## src/rtl/serial_adder_pkg.sv

```systemverilog
// serial_adder_pkg: shared state encoding and default width for the bit-serial adder
package serial_adder_pkg;
  localparam int DEF_WIDTH = 16;
  typedef enum logic [1:0] {
    IDLE  = 2'd0,
    SHIFT = 2'd1,
    DONE  = 2'd2
  } state_t;
endpackage

```

## src/rtl/serial_rca_adder_fulladder.sv

```systemverilog
// fulladder: single-bit gate-level full adder slice
// ports: a, b, ci in; s = a^b^ci, co = majority(a, b, ci) out
module fulladder (
  input  logic a,
  input  logic b,
  input  logic ci,
  output logic s,
  output logic co
);
  logic p;
  assign p  = a ^ b;
  assign s  = p ^ ci;
  assign co = (a & b) | (ci & p);
endmodule

```

## src/rtl/serial_rca_adder.sv

```systemverilog
// serial_rca_adder: bit-serial WIDTH-bit adder, one full-adder slice per clock, start/done handshake
// ports: clk, rst (async high), start, a, b, cin, sub (SERIAL_ADD_SUB_EN only) in;
//        busy, done (1-cycle pulse), sum, cout, overflow out
// optional feature macro: SERIAL_ADD_SUB_EN adds the sub port for a-b
import serial_adder_pkg::*;
module serial_rca_adder #(
  parameter int WIDTH = DEF_WIDTH
) (
  input  logic             clk,
  input  logic             rst,
  input  logic             start,
  input  logic [WIDTH-1:0] a,
  input  logic [WIDTH-1:0] b,
  input  logic             cin,
`ifdef SERIAL_ADD_SUB_EN
  input  logic             sub,
`endif
  output logic             busy,
  output logic             done,
  output logic [WIDTH-1:0] sum,
  output logic             cout,
  output logic             overflow
);
  localparam int CW = $clog2(WIDTH);
  localparam logic [CW-1:0] LAST = CW'(WIDTH - 1);
  state_t           state;
  logic [WIDTH-1:0] a_sh, b_sh;
  logic [WIDTH-2:0] s_sh;
  logic [WIDTH-1:0] s_nxt;
  logic [CW-1:0]    count;
  logic             carry, fa_s, fa_co;
  logic [WIDTH-1:0] b_ld;
  logic             c_ld;
`ifdef SERIAL_ADD_SUB_EN
  assign b_ld = sub ? ~b : b;
  assign c_ld = sub | cin;
`else
  assign b_ld = b;
  assign c_ld = cin;
`endif
  fulladder u_fa (.a(a_sh[0]), .b(b_sh[0]), .ci(carry), .s(fa_s), .co(fa_co));
  // s_sh holds only the upper WIDTH-1 bits of the partial sum; the newest bit enters at the top
  assign s_nxt = {fa_s, s_sh};
  assign busy  = state != IDLE;
  always_ff @(posedge clk or posedge rst) begin
    if (rst) begin
      state    <= IDLE;
      a_sh     <= '0;
      b_sh     <= '0;
      s_sh     <= '0;
      count    <= '0;
      carry    <= 1'b0;
      done     <= 1'b0;
      sum      <= '0;
      cout     <= 1'b0;
      overflow <= 1'b0;
    end else begin
      done <= 1'b0;
      case (state)
        IDLE: if (start) begin
          a_sh  <= a;
          b_sh  <= b_ld;
          carry <= c_ld;
          count <= '0;
          state <= SHIFT;
        end
        SHIFT: begin
          a_sh  <= a_sh >> 1;
          b_sh  <= b_sh >> 1;
          s_sh  <= s_nxt[WIDTH-1:1];
          carry <= fa_co;
          count <= count + CW'(1);
          if (count == LAST) begin
            sum      <= s_nxt;
            cout     <= fa_co;
            overflow <= carry ^ fa_co;
            done     <= 1'b1;
            state    <= DONE;
          end
        end
        default: state <= IDLE;
      endcase
    end
  end
endmodule

```

## config.mk

```make
export PLATFORM = sky130hd
export DESIGN_NAME = serial_rca_adder
export DESIGN_NICKNAME = d
export VERILOG_FILES = /design/src/rtl/serial_adder_pkg.sv /design/src/rtl/serial_rca_adder_fulladder.sv /design/src/rtl/serial_rca_adder.sv
export SDC_FILE = /design/constraint.sdc
export NUM_CORES = 1
export LEC_CHECK = 0
export ABC_AREA = 0
export BUFFER_PORTS_ARGS = -buffer_cell sky130_fd_sc_hd__buf_4
export CAP_MARGIN = 5
export CORE_ASPECT_RATIO = 1.75
export CORE_MARGIN = 2
export CORE_UTILIZATION = 30
export CTS_CLUSTER_DIAMETER = 50
export CTS_CLUSTER_SIZE = 28
export DETAILED_ROUTE_END_ITERATION = 8
export PLACE_DENSITY_LB_ADDON = 0.3
export SYNTH_ARGS = -nofsm -noshare
export SYNTH_HDL_FRONTEND = slang
export SYNTH_SLANG_ARGS = --single-unit
```

## constraint.sdc

```tcl
create_clock -name clk -period 3.3 [get_ports clk]
set_input_delay 0.66 -clock clk [delete_from_list [all_inputs] [get_ports clk]]
set_output_delay 0.66 -clock clk [all_outputs]
set_load 0.01 [all_outputs]
```

==> impl_metrics.yaml, run 1 <==
logic_synthesis:
  yosys.area.top_type: "sky130_fd_sc_hd__dfrtp_1"
  syn-cell-area_um2: 3180
  synth_compound_gate_area_share: 0.167
  synth_simple_gate_area_share: 0.0747
  synth_async_sr_flop_share: 1.00
  post_synth_num_cell_types: 29
  syn-mean-instance-area_um2: 12.0
  yosysSeqAreaShare: 0.574
  edff_count_synth: 0
  synth_seq_cells: 73
  ys_top_cells_by_count: "sky130_fd_sc_hd__dfrtp_1, sky130_fd_sc_hd__o21ai_0, sky130_fd_sc_hd__a22oi_1"
  yosys_warnings: 0
  synth.net_count: 303
  xor_xnor_share_of_the_synthesized_area: 0.00275
  synth_top_family_by_area: "compound AO/OA/AOI/OAI gates"
  synth.most_common_cell: "sky130_fd_sc_hd__dfrtp_1"
  netlist.area_leader.share: 0.574
  synth_mux_area_frac: 0.127
  ys_dominant_reg_cell: "sky130_fd_sc_hd__dfrtp_1"
  synthesized_instance_count: 265
  synthTopCellsByArea: "sky130_fd_sc_hd__dfrtp_1, sky130_fd_sc_hd__mux2_2, sky130_fd_sc_hd__a22oi_1"
  synth_area_in_adders: 0.0102
floorplanning:
  die-area_um2: 11500
  std_cell_rows: 49
  fp.coreArea_um2: 10300
  initial_core_util: 0.309
  ios: 56
  horizontal_die_dimension_um: 81.9
  die_y_um: 140
timing:
  max_clock_freq_mhz: 435
  worstMarginPinSlew_ns: 1.18
  setup-tns-final_ns: 0
  rsz0062_at_grt: "no"
  finalWorstSetupSlack_ns: 1.00
  fin_worst_skew_ns: 0.00395
  layout_worst_path_cycle_share: 0.696
  timing.max_slew.rel_slack: 0.213
  timing.final.crit_period_ns: 2.30
  report.final.slew_viol_count: 0
  timing.final.hold_violations: 0
  finalSetupViolCount: 0
placed_design:
  dp_hpwl_um: 4620
  dpl.cell_count: 432
  gp_routability_congestion: 0.781
  place.port_buffers: 55
  pre_cts_ws_ns: 0.957
cells_and_area:
  final_cell_count_no_fill: 448
  finish.net_count: 354
  diodes: 0
  fin_util: 0.387
  drive_above_1_share: 0.352
  fillers: 1013
  layout-area-overhead-vs-synth_pct: 25.3
worst_setup_path:
  critical_path.startpoint_type: "flip-flop"
  timing.critical_path.fanout_max: 29
  critical-path-max-stage-delay_ns: 0.71
  worst_ep_arrival_time_ns: 1.64
  critical_path_required_ns: 2.64
  worstPathBufferInverterCount: 1
  worst_path_dominant_cell_family: "flip-flops"
  endpoint_kind: "output port"
  cp_cell_sequence: "or2_2 -> buf_4"
  slowest_stage: "sky130_fd_sc_hd__dfrtp_1"
  criticalPathCategory: "reg -> out"
power:
  seq_power_share: 0.422
  internal_power_mw: 2.63
  power_density_nw_per_um2: 955
  power_switching_share: 0.310
  switching_power_mw: 1.18
  fin_total_pwr_mw: 3.81
  power_frac_clock: 0.269
  cellLeakagePower_nw: 1.80
  combPwrFrac: 0.309
  vdd_ir_drop_max_uv: 342
clock_tree:
  tritoncts: "built"
  post_cts.repair.setup_buffers: 0
  htree_num_levels: 3
  number_of_buffers_added_by_the_clock_tree_synthesis_step: 9
  cts_sinks: 73
  clock-root-buffer: "sky130_fd_sc_hd__clkbuf_16"
  clock_latency_ns: 0.33
  clk_transition_reported_paths_ns: 0.06
  cts.repair.resized: 0
  ctsHoldBuffers: 0
  clock_path_buffers: 2
routing:
  detailedRoute.firstPassIterationCount: 4
  finalWirelength_um: 6870
  viasPerCell: 4.90
  number_of_nets_with_antenna_violations_after_detailed_routing: 0
  drt_wl_cell_um: 15.3
  vias_post_dr: 2195
  detail_route.drc_violations: 0
  drtIter0Drc: 81
worst_hold_path:
  hp-class: "in -> async"
global_route:
  grt_usage: 0.132
  grt_overflow_total: 0
  grt_first_pass_wirelength_um: 11600
  first_global_vias: 2317
  number_of_antenna_violations_at_the_first_check_in_global_routing: 0
  grt_max_degree: 34
status:
  outcome: "completed"
flow_run:
  cap_viol_max_count: 0
[flip-flops by register name (all words and copies together), names as in the netlist]
name / count
state: 2
overflow: 1
sum: 16
a_sh: 16
done: 1
cout: 1
carry: 1
count: 4
b_sh: 16
s_sh: 15
[metrics by stage]
stage | hold WS (ns) | cell area, um^2
after CTS | 0.344 | 3990
after global placement | 0.463 | 3680
after global routing | 0.378 | 3990
after floorplan | 0.450 | 3180
final | 0.336 | 3990
after detailed placement | 0.473 | 3680
[cells by family after synthesis]
logic type               Yosys count
multiplexers                      33
AO/OA/AOI/OAI                     87
buffers and inverters             25
flip-flops                        73
XOR/XNOR                           1
AND/OR/NAND/NOR                   44
adder cells (fa/ha/maj)            2
[routing by layer]
metal  share of wire  GRT usage  vias up  routed length [um]
met5               0          0        -                   0
met4           0.029     0.0746        0                 201
met3           0.032     0.0271       15                 220
met2            0.51      0.204       51                3530
met1            0.42      0.170     1078                2920
li1                -          -     1051                   -
[cell usage in the layout (no fill, tap or decap)]
master	netlist	final
sky130_fd_sc_hd__a22oi_1	31	31
sky130_fd_sc_hd__dfrtp_1	73	73
sky130_fd_sc_hd__a22o_1	1	1
sky130_fd_sc_hd__bufinv_16	0	2
sky130_fd_sc_hd__a31oi_1	1	1
sky130_fd_sc_hd__mux2_2	24	24
sky130_fd_sc_hd__nand2_1	20	20
sky130_fd_sc_hd__nor2b_1	17	17
sky130_fd_sc_hd__fa_1	1	1
sky130_fd_sc_hd__or2_2	1	1
sky130_fd_sc_hd__nor2_1	1	1
sky130_fd_sc_hd__and4_1	1	1
sky130_fd_sc_hd__clkbuf_16	0	9
sky130_fd_sc_hd__o21ai_0	33	33
sky130_fd_sc_hd__inv_1	4	3
sky130_fd_sc_hd__a32o_1	1	1
sky130_fd_sc_hd__nor3b_1	1	1
sky130_fd_sc_hd__a41oi_1	2	2
sky130_fd_sc_hd__clkbuf_1	11	1
sky130_fd_sc_hd__and4_4	1	1
sky130_fd_sc_hd__o21bai_1	1	1
sky130_fd_sc_hd__nand3_1	1	1
sky130_fd_sc_hd__nor2b_4	1	1
sky130_fd_sc_hd__a21oi_1	17	17
sky130_fd_sc_hd__xor2_1	1	1
sky130_fd_sc_hd__clkinv_2	0	3
sky130_fd_sc_hd__buf_4	0	61
sky130_fd_sc_hd__ha_1	1	1
sky130_fd_sc_hd__clkinvlp_4	0	1
sky130_fd_sc_hd__inv_2	0	1
sky130_fd_sc_hd__mux2_4	9	9
[worst paths after layout]
| path | from | end | slack, ns | depth (start not counted) |
|---|---|---|---|---|
| setup / recovery | state[0] | busy | 1.00 | 2 |
| hold / removal | rst | sum[9] | 0.34 | 2 |
| setup reg to reg | state[0] | b_sh[13] | 1.08 | 3 |
| hold reg to reg | a_sh[3] | a_sh[3] | 0.48 | 2 |
| max in group asynchronous | rst | count[2] | 2.22 | 3 |
| min in group clk | a_sh[3] | a_sh[3] | 0.48 | 2 |
[cell type report]
class                      count  area (um^2)  area share
multi-input combinational    167         1220       0.305
clock buffer                  10          229      0.0574
clock inverter                 6         82.6      0.0207
timing repair buffer          61          458       0.115
inverter                       4         15.0     0.00377
sequential                    73         1830       0.458
tap                          127          159      0.0398
[power groups by stage]
stage	Combinational, mW	Clock (mW)	Sequential (mW)
floorplan	0.868	0	1.55
global placement	1.17	0	1.61
detailed placement	1.20	0	1.63
CTS	1.20	1.05	1.61
global route	1.33	1.09	1.67
finish	1.18	1.02	1.61
[worst register-to-register path, stage by stage, from the launching register on]
cell and delay (ns):
sky130_fd_sc_hd__dfrtp_1 0.71, sky130_fd_sc_hd__nor2b_1 1.06, sky130_fd_sc_hd__a22oi_1 0.13, sky130_fd_sc_hd__o21ai_0 0.23
Power figures use the tool's default switching activity.
==> inputs of run 2 (changes only) <==
Settings changed: ABC_AREA 0 to 1.
Clock period 3.3 ns to 1.9 ns, I/O delays scaled along.
==> impl_metrics.yaml, run 2 <==
logic_synthesis:
  synth.most_common_cell: "sky130_fd_sc_hd__nand2_1"
  ys_dominant_reg_cell: "sky130_fd_sc_hd__dfrtp_1"
  yosys.area.top_type: "sky130_fd_sc_hd__dfrtp_1"
  edff_count_synth: 0
  syn-mean-instance-area_um2: 8.75
  yosys_warnings: 0
  synth_async_sr_flop_share: 1.00
  yosysSeqAreaShare: 0.590
  ys_top_cells_by_count: "sky130_fd_sc_hd__nand2_1, sky130_fd_sc_hd__dfrtp_1, sky130_fd_sc_hd__nand3_1"
  synth.net_count: 392
  syn-cell-area_um2: 3100
  synth_seq_cells: 73
  post_synth_num_cell_types: 23
  synthTopCellsByArea: "sky130_fd_sc_hd__dfrtp_1, sky130_fd_sc_hd__nand2_1, sky130_fd_sc_hd__nand3_1"
  netlist.area_leader.share: 0.590
  synthesized_instance_count: 354
clock_tree:
  post_cts.repair.setup_buffers: 0
  clock_latency_ns: 0.33
  cts_sinks: 73
  ctsHoldBuffers: 0
  cts.repair.resized: 0
  tritoncts: "built"
  clock-root-buffer: "sky130_fd_sc_hd__clkbuf_16"
  htree_num_levels: 3
  number_of_buffers_added_by_the_clock_tree_synthesis_step: 9
  clk_transition_reported_paths_ns: 0.05
  clock_path_buffers: 2
power:
  combPwrFrac: 0.295
  internal_power_mw: 3.78
  power_frac_clock: 0.256
  power_switching_share: 0.336
  vdd_ir_drop_max_uv: 577
  seq_power_share: 0.449
  cellLeakagePower_nw: 2.02
  switching_power_mw: 1.92
  power_density_nw_per_um2: 1470
worst_setup_path:
  ff2ff_path_depth: 5
  critical_path_required_ns: 1.52
  worst_ep_arrival_time_ns: 1.13
  critical_path.startpoint: "state[0]"
  reg2reg_setup_slack_ns: 0.54
  endpoint_kind: "output port"
  criticalPathCategory: "reg -> out"
  r2r-start: "count[0]"
  timing.critical_path.fanout_max: 3
  critical_path_sink: "busy"
  slowest_stage: "sky130_fd_sc_hd__dfrtp_1"
  critical-path-max-stage-delay_ns: 0.42
  critical_path.startpoint_type: "flip-flop"
  crit-reg2reg-capture: "sum[4]"
  cp_cell_sequence: "nor2_1 -> inv_1 -> buf_4"
cells_and_area:
  diodes: 0
  reg.largest.list: "a_sh x16, b_sh x16, sum x16"
  final_common_cell: "sky130_fd_sc_hd__nand2_1"
  drive_above_1_share: 0.198
  layout.cells.most_common_list: "sky130_fd_sc_hd__nand2_1, sky130_fd_sc_hd__dfrtp_1, sky130_fd_sc_hd__nand3_1"
  layout-area-overhead-vs-synth_pct: 24.7
  finish.net_count: 446
  postLayoutCellArea_um2: 3860
  fillers: 1117
global_route:
  grt_overflow_total: 0
  number_of_antenna_violations_at_the_first_check_in_global_routing: 0
  grt_max_degree: 74
  grt_usage: 0.131
  grt_first_pass_wirelength_um: 11400
  first_global_vias: 2474
timing:
  timing.max_slew.rel_slack: 0.722
  finalSetupViolCount: 0
  rsz0062_at_grt: "no"
  report.final.slew_viol_count: 0
  fin_worst_skew_ns: 0.00489
  timing.final.hold_violations: 0
  layout_worst_path_cycle_share: 0.793
  timing.final.crit_period_ns: 1.51
  max_clock_freq_mhz: 664
  setup-tns-final_ns: 0
  worstMarginPinSlew_ns: 0.416
placed_design:
  place.port_buffers: 55
  gp_routability_congestion: 0.709
  dp_hpwl_um: 4420
  placed_cell_area_um2: 3610
floorplanning:
  die-area_um2: 11200
  fp.coreArea_um2: 10200
  initial_core_util: 0.304
  ios: 56
  die_y_um: 138
  horizontal_die_dimension_um: 80.8
  std_cell_rows: 49
routing:
  detail_route.drc_violations: 0
  drtIter0Drc: 134
  detailedRoute.firstPassIterationCount: 5
  finalWirelength_um: 6500
  number_of_nets_with_antenna_violations_after_detailed_routing: 0
  vias_post_dr: 2463
  drt_wl_cell_um: 12.1
  viasPerCell: 4.59
flow_run:
  cap_viol_max_count: 0
status:
  outcome: "completed"
worst_hold_path:
  hp-class: "in -> async"
-- run 2: cell count changes after synthesis, sizes merged, moves of 3 or more --
| cell | previous run | this run |
|---|---|---|
| buf | 10 | 19 |
| nor2b | 18 | 0 |
| a22oi | 31 | 0 |
| nor2 | 1 | 4 |
| clkbuf | 11 | 1 |
| mux2 | 33 | 0 |
| o21ai | 33 | 2 |
| nand3 | 1 | 71 |
| a21oi | 17 | 0 |
| nand2 | 20 | 172 |
-- run 2: area by class of cell --
class,count,area (um^2),share of cell area
Clock buffer,12,246,0.0638
Clock inverter,1,5.00,0.00130
Inverter,6,26.3,0.00680
Multi-Input combinational cell,255,1110,0.289
Sequential cell,73,1830,0.473
Tap cell,127,159,0.0411
Timing Repair Buffer,63,485,0.126
-- run 2: worst min path at each step --
stage	to	depth (start not counted)
floorplan	s_sh[0]	2
global placement	sum[6]	2
detailed placement	sum[6]	2
CTS	a_sh[8]	3
global route	a_sh[8]	3
finish	sum[3]	3
-- run 2: logic make-up (layout without fill, tap and decap cells) --
group / count (synthesis) / in the layout / synth area share
AO/OA/AOI/OAI: 3 / 3 / 0.00566
flip-flops: 73 / 73 / 0.590
adder cells (fa/ha/maj): 2 / 2 / 0.0105
XOR/XNOR: 2 / 2 / 0.00566
buffers and inverters: 26 / 82 / 0.0505
AND/OR/NAND/NOR: 248 / 248 / 0.338
-- run 2: metal layers --
metal / wire [um] / track usage / vias to the layer above
met3: 247 / 0.0294 / 9
met2: 3470 / 0.221 / 48
met5: 0 / 0 / -
met4: 160 / 0.0669 / 0
li1: - / - / 1232
met1: 2630 / 0.151 / 1174
-- run 2: critical path: cells and delay by family, from the launching register on --
kind	cells	cell delay, ns
AND/OR/NAND/NOR	1	0.18
buffers and inverters	2	0.20
flip-flops	1	0.42
-- run 2: power groups by stage --
| stage | logic [mW] | clock network [mW] | registers (mW) |
|---|---|---|---|
| after floorplan | 1.15 | 0 | 2.56 |
| after global placement | 1.69 | 0 | 2.57 |
| after detailed placement | 1.72 | 0 | 2.58 |
| after CTS | 1.73 | 1.51 | 2.57 |
| after global routing | 1.94 | 1.56 | 2.65 |
| final | 1.68 | 1.46 | 2.56 |
-- run 2: through the flow --
stage          hold slack [ns]  utilization  instances  setup slack, ns  total power, mW
6_report                 0.162        0.380        537            0.394             5.70
5_1_grt                  0.204        0.380        537            0.356             6.15
4_1_cts                  0.175        0.380        537            0.373             5.80
3_5_place_dp             0.462        0.355        524            0.505             4.30
3_3_place_gp             0.461        0.355        524            0.556             4.25
2_1_floorplan            0.449            -        354            0.642             3.71
==> inputs of run 3 (changes only) <==
Clock period 1.9 ns to 1.3 ns, I/O delays scaled along.
==> impl_metrics.yaml, run 3 (synthesis results as in run 2) <==
cells_and_area:
  layout-area-overhead-vs-synth_pct: 31.4
  diodes: 0
  fillers: 1054
  final-seq-area_um2: 1830
  final_cell_count_no_fill: 549
  layout.cells.most_common_list: "sky130_fd_sc_hd__nand2_1, sky130_fd_sc_hd__dfrtp_1, sky130_fd_sc_hd__nand3_1"
  final_common_cell: "sky130_fd_sc_hd__nand2_1"
  fin_util: 0.400
  area_of_the_multi_input_gates_um2: 1130
  finish.net_count: 456
  drive_above_1_share: 0.232
  postLayoutCellArea_um2: 4070
  reg.largest.list: "a_sh x16, b_sh x16, sum x16"
routing:
  viasPerCell: 4.54
  vias_post_dr: 2492
  drtIter0Drc: 97
  drt_wl_cell_um: 12.7
  finalWirelength_um: 6970
  detailedRoute.firstPassIterationCount: 4
  number_of_nets_with_antenna_violations_after_detailed_routing: 0
  detail_route.drc_violations: 0
worst_setup_path:
  critical_path_required_ns: 1.04
  worst_path_dominant_cell_family: "flip-flops"
  cp_cell_sequence: "nor2_2 -> inv_1 -> buf_6"
  ff2ff_path_depth: 6
  crit-reg2reg-capture: "b_sh[1]"
  worst_ep_arrival_time_ns: 0.99
  reg2reg_setup_slack_ns: 0.07
  critical-path-max-stage-delay_ns: 0.38
  r2r-start: "state[1]"
  criticalPathCategory: "reg -> out"
  worstPathBufferInverterCount: 2
  slowest_stage: "sky130_fd_sc_hd__dfrtp_1"
  timing.critical_path.fanout_max: 2
  critical_path.startpoint_type: "flip-flop"
  endpoint_kind: "output port"
power:
  power_frac_clock: 0.252
  power_switching_share: 0.339
  internal_power_mw: 5.78
  vdd_ir_drop_max_uv: 942
  fin_total_pwr_mw: 8.74
  switching_power_mw: 2.96
  cellLeakagePower_nw: 2.11
  seq_power_share: 0.424
  combPwrFrac: 0.324
  power_density_nw_per_um2: 2150
global_route:
  first_global_vias: 2508
  grt_max_degree: 38
  grt_overflow_total: 0
  grt_usage: 0.134
  number_of_antenna_violations_at_the_first_check_in_global_routing: 0
  grt_first_pass_wirelength_um: 11600
placed_design:
  gp_routability_congestion: 0.712
  placed_cell_area_um2: 3710
  place.port_buffers: 55
  dp_hpwl_um: 4590
  pre_cts_ws_ns: -0.00468
  dpl.cell_count: 529
floorplanning:
  std_cell_rows: 49
  fp.coreArea_um2: 10200
  die_y_um: 138
  horizontal_die_dimension_um: 80.8
  initial_core_util: 0.304
  ios: 56
  die-area_um2: 11200
worst_hold_path:
  hp-class: "in -> reg"
  hold_path_end: "b_sh[15]"
  hold_path_depth: 3
  hold_start: "b[15]"
timing:
  timing.final.hold_violations: 0
  layout_worst_path_cycle_share: 0.962
  timing.max_slew.rel_slack: 0.793
  finalWorstSetupSlack_ns: 0.0491
  max_clock_freq_mhz: 799
  fin_worst_skew_ns: 0.00758
  report.final.slew_viol_count: 0
  worstMarginPinSlew_ns: 0.311
  timing.final.crit_period_ns: 1.25
  finalSetupViolCount: 0
  rsz0062_at_grt: "yes"
clock_tree:
  clock_path_buffers: 2
  clk_transition_reported_paths_ns: 0.05
  clock-root-buffer: "sky130_fd_sc_hd__clkbuf_16"
  number_of_buffers_added_by_the_clock_tree_synthesis_step: 9
  clock_latency_ns: 0.33
  tritoncts: "built"
  cts_sinks: 73
  htree_num_levels: 3
flow_run:
  cap_viol_max_count: 0
status:
  outcome: "completed"
==> run 3: how the worst max path moves through the flow <==
stage	from	endpoint	slack, ns	depth (start not counted)
detailed placement	count[0]	sum[3]	-0.005	5
floorplan	count[0]	cout	0.04	7
CTS	carry	overflow	0.003	4
global placement	carry	overflow	0.04	4
finish	state[1]	busy	0.05	3
global route	state[0]	busy	-0.03	3
==> run 3: what timing repair did <==
action	CTS	global route
pin swaps	2	1
hold buffers	1	0
gates resized for setup	1	8
buffers inserted	3	0
cloned	0	1
hold endpoints to repair	9	0
endpoints found under the setup margin	4	47
==> run 3: stage by stage <==
step	hold slack, ns	setup TNS (ns)
finish	0.125	0
floorplan	0.370	0
CTS	0.115	0
global route	0.127	-0.0890
detailed placement	0.248	-0.00468
global placement	0.238	0
==> run 3: metal layers <==
metal  share of wire  wire (um)  global-route usage
met3           0.031        214              0.0326
met5               0          0                   0
met4           0.020        136              0.0660
met1            0.42       2950               0.158
met2            0.53       3670               0.221
==> run 3: worst register-to-register path: cells and delay by family, from the launching register on <==
| family | cells | cell delay (ns) |
|---|---|---|
| buffers and inverters | 2 | 0.30 |
| DFF | 1 | 0.38 |
| and+or+nand+nor | 4 | 0.48 |
==> run 3: layout make-up <==
class / instances / share of cell area
clock buffers: 11 / 0.0596
clock inverters: 4 / 0.00492
inverters: 6 / 0.00645
multi-input cells: 255 / 0.278
flip-flops and latches: 73 / 0.449
well taps: 127 / 0.0390
repair buffers: 73 / 0.164
==> run 3: power by group through the flow <==
| stage | combinational (mW) | clock (mW) | sequential [mW] |
|---|---|---|---|
| after global placement | 2.68 | 0 | 3.72 |
| after CTS | 2.80 | 2.27 | 3.71 |
| after floorplan | 1.68 | 0 | 3.74 |
| final | 2.83 | 2.20 | 3.71 |
| after global routing | 3.22 | 2.37 | 3.83 |
| after detailed placement | 2.73 | 0 | 3.75 |
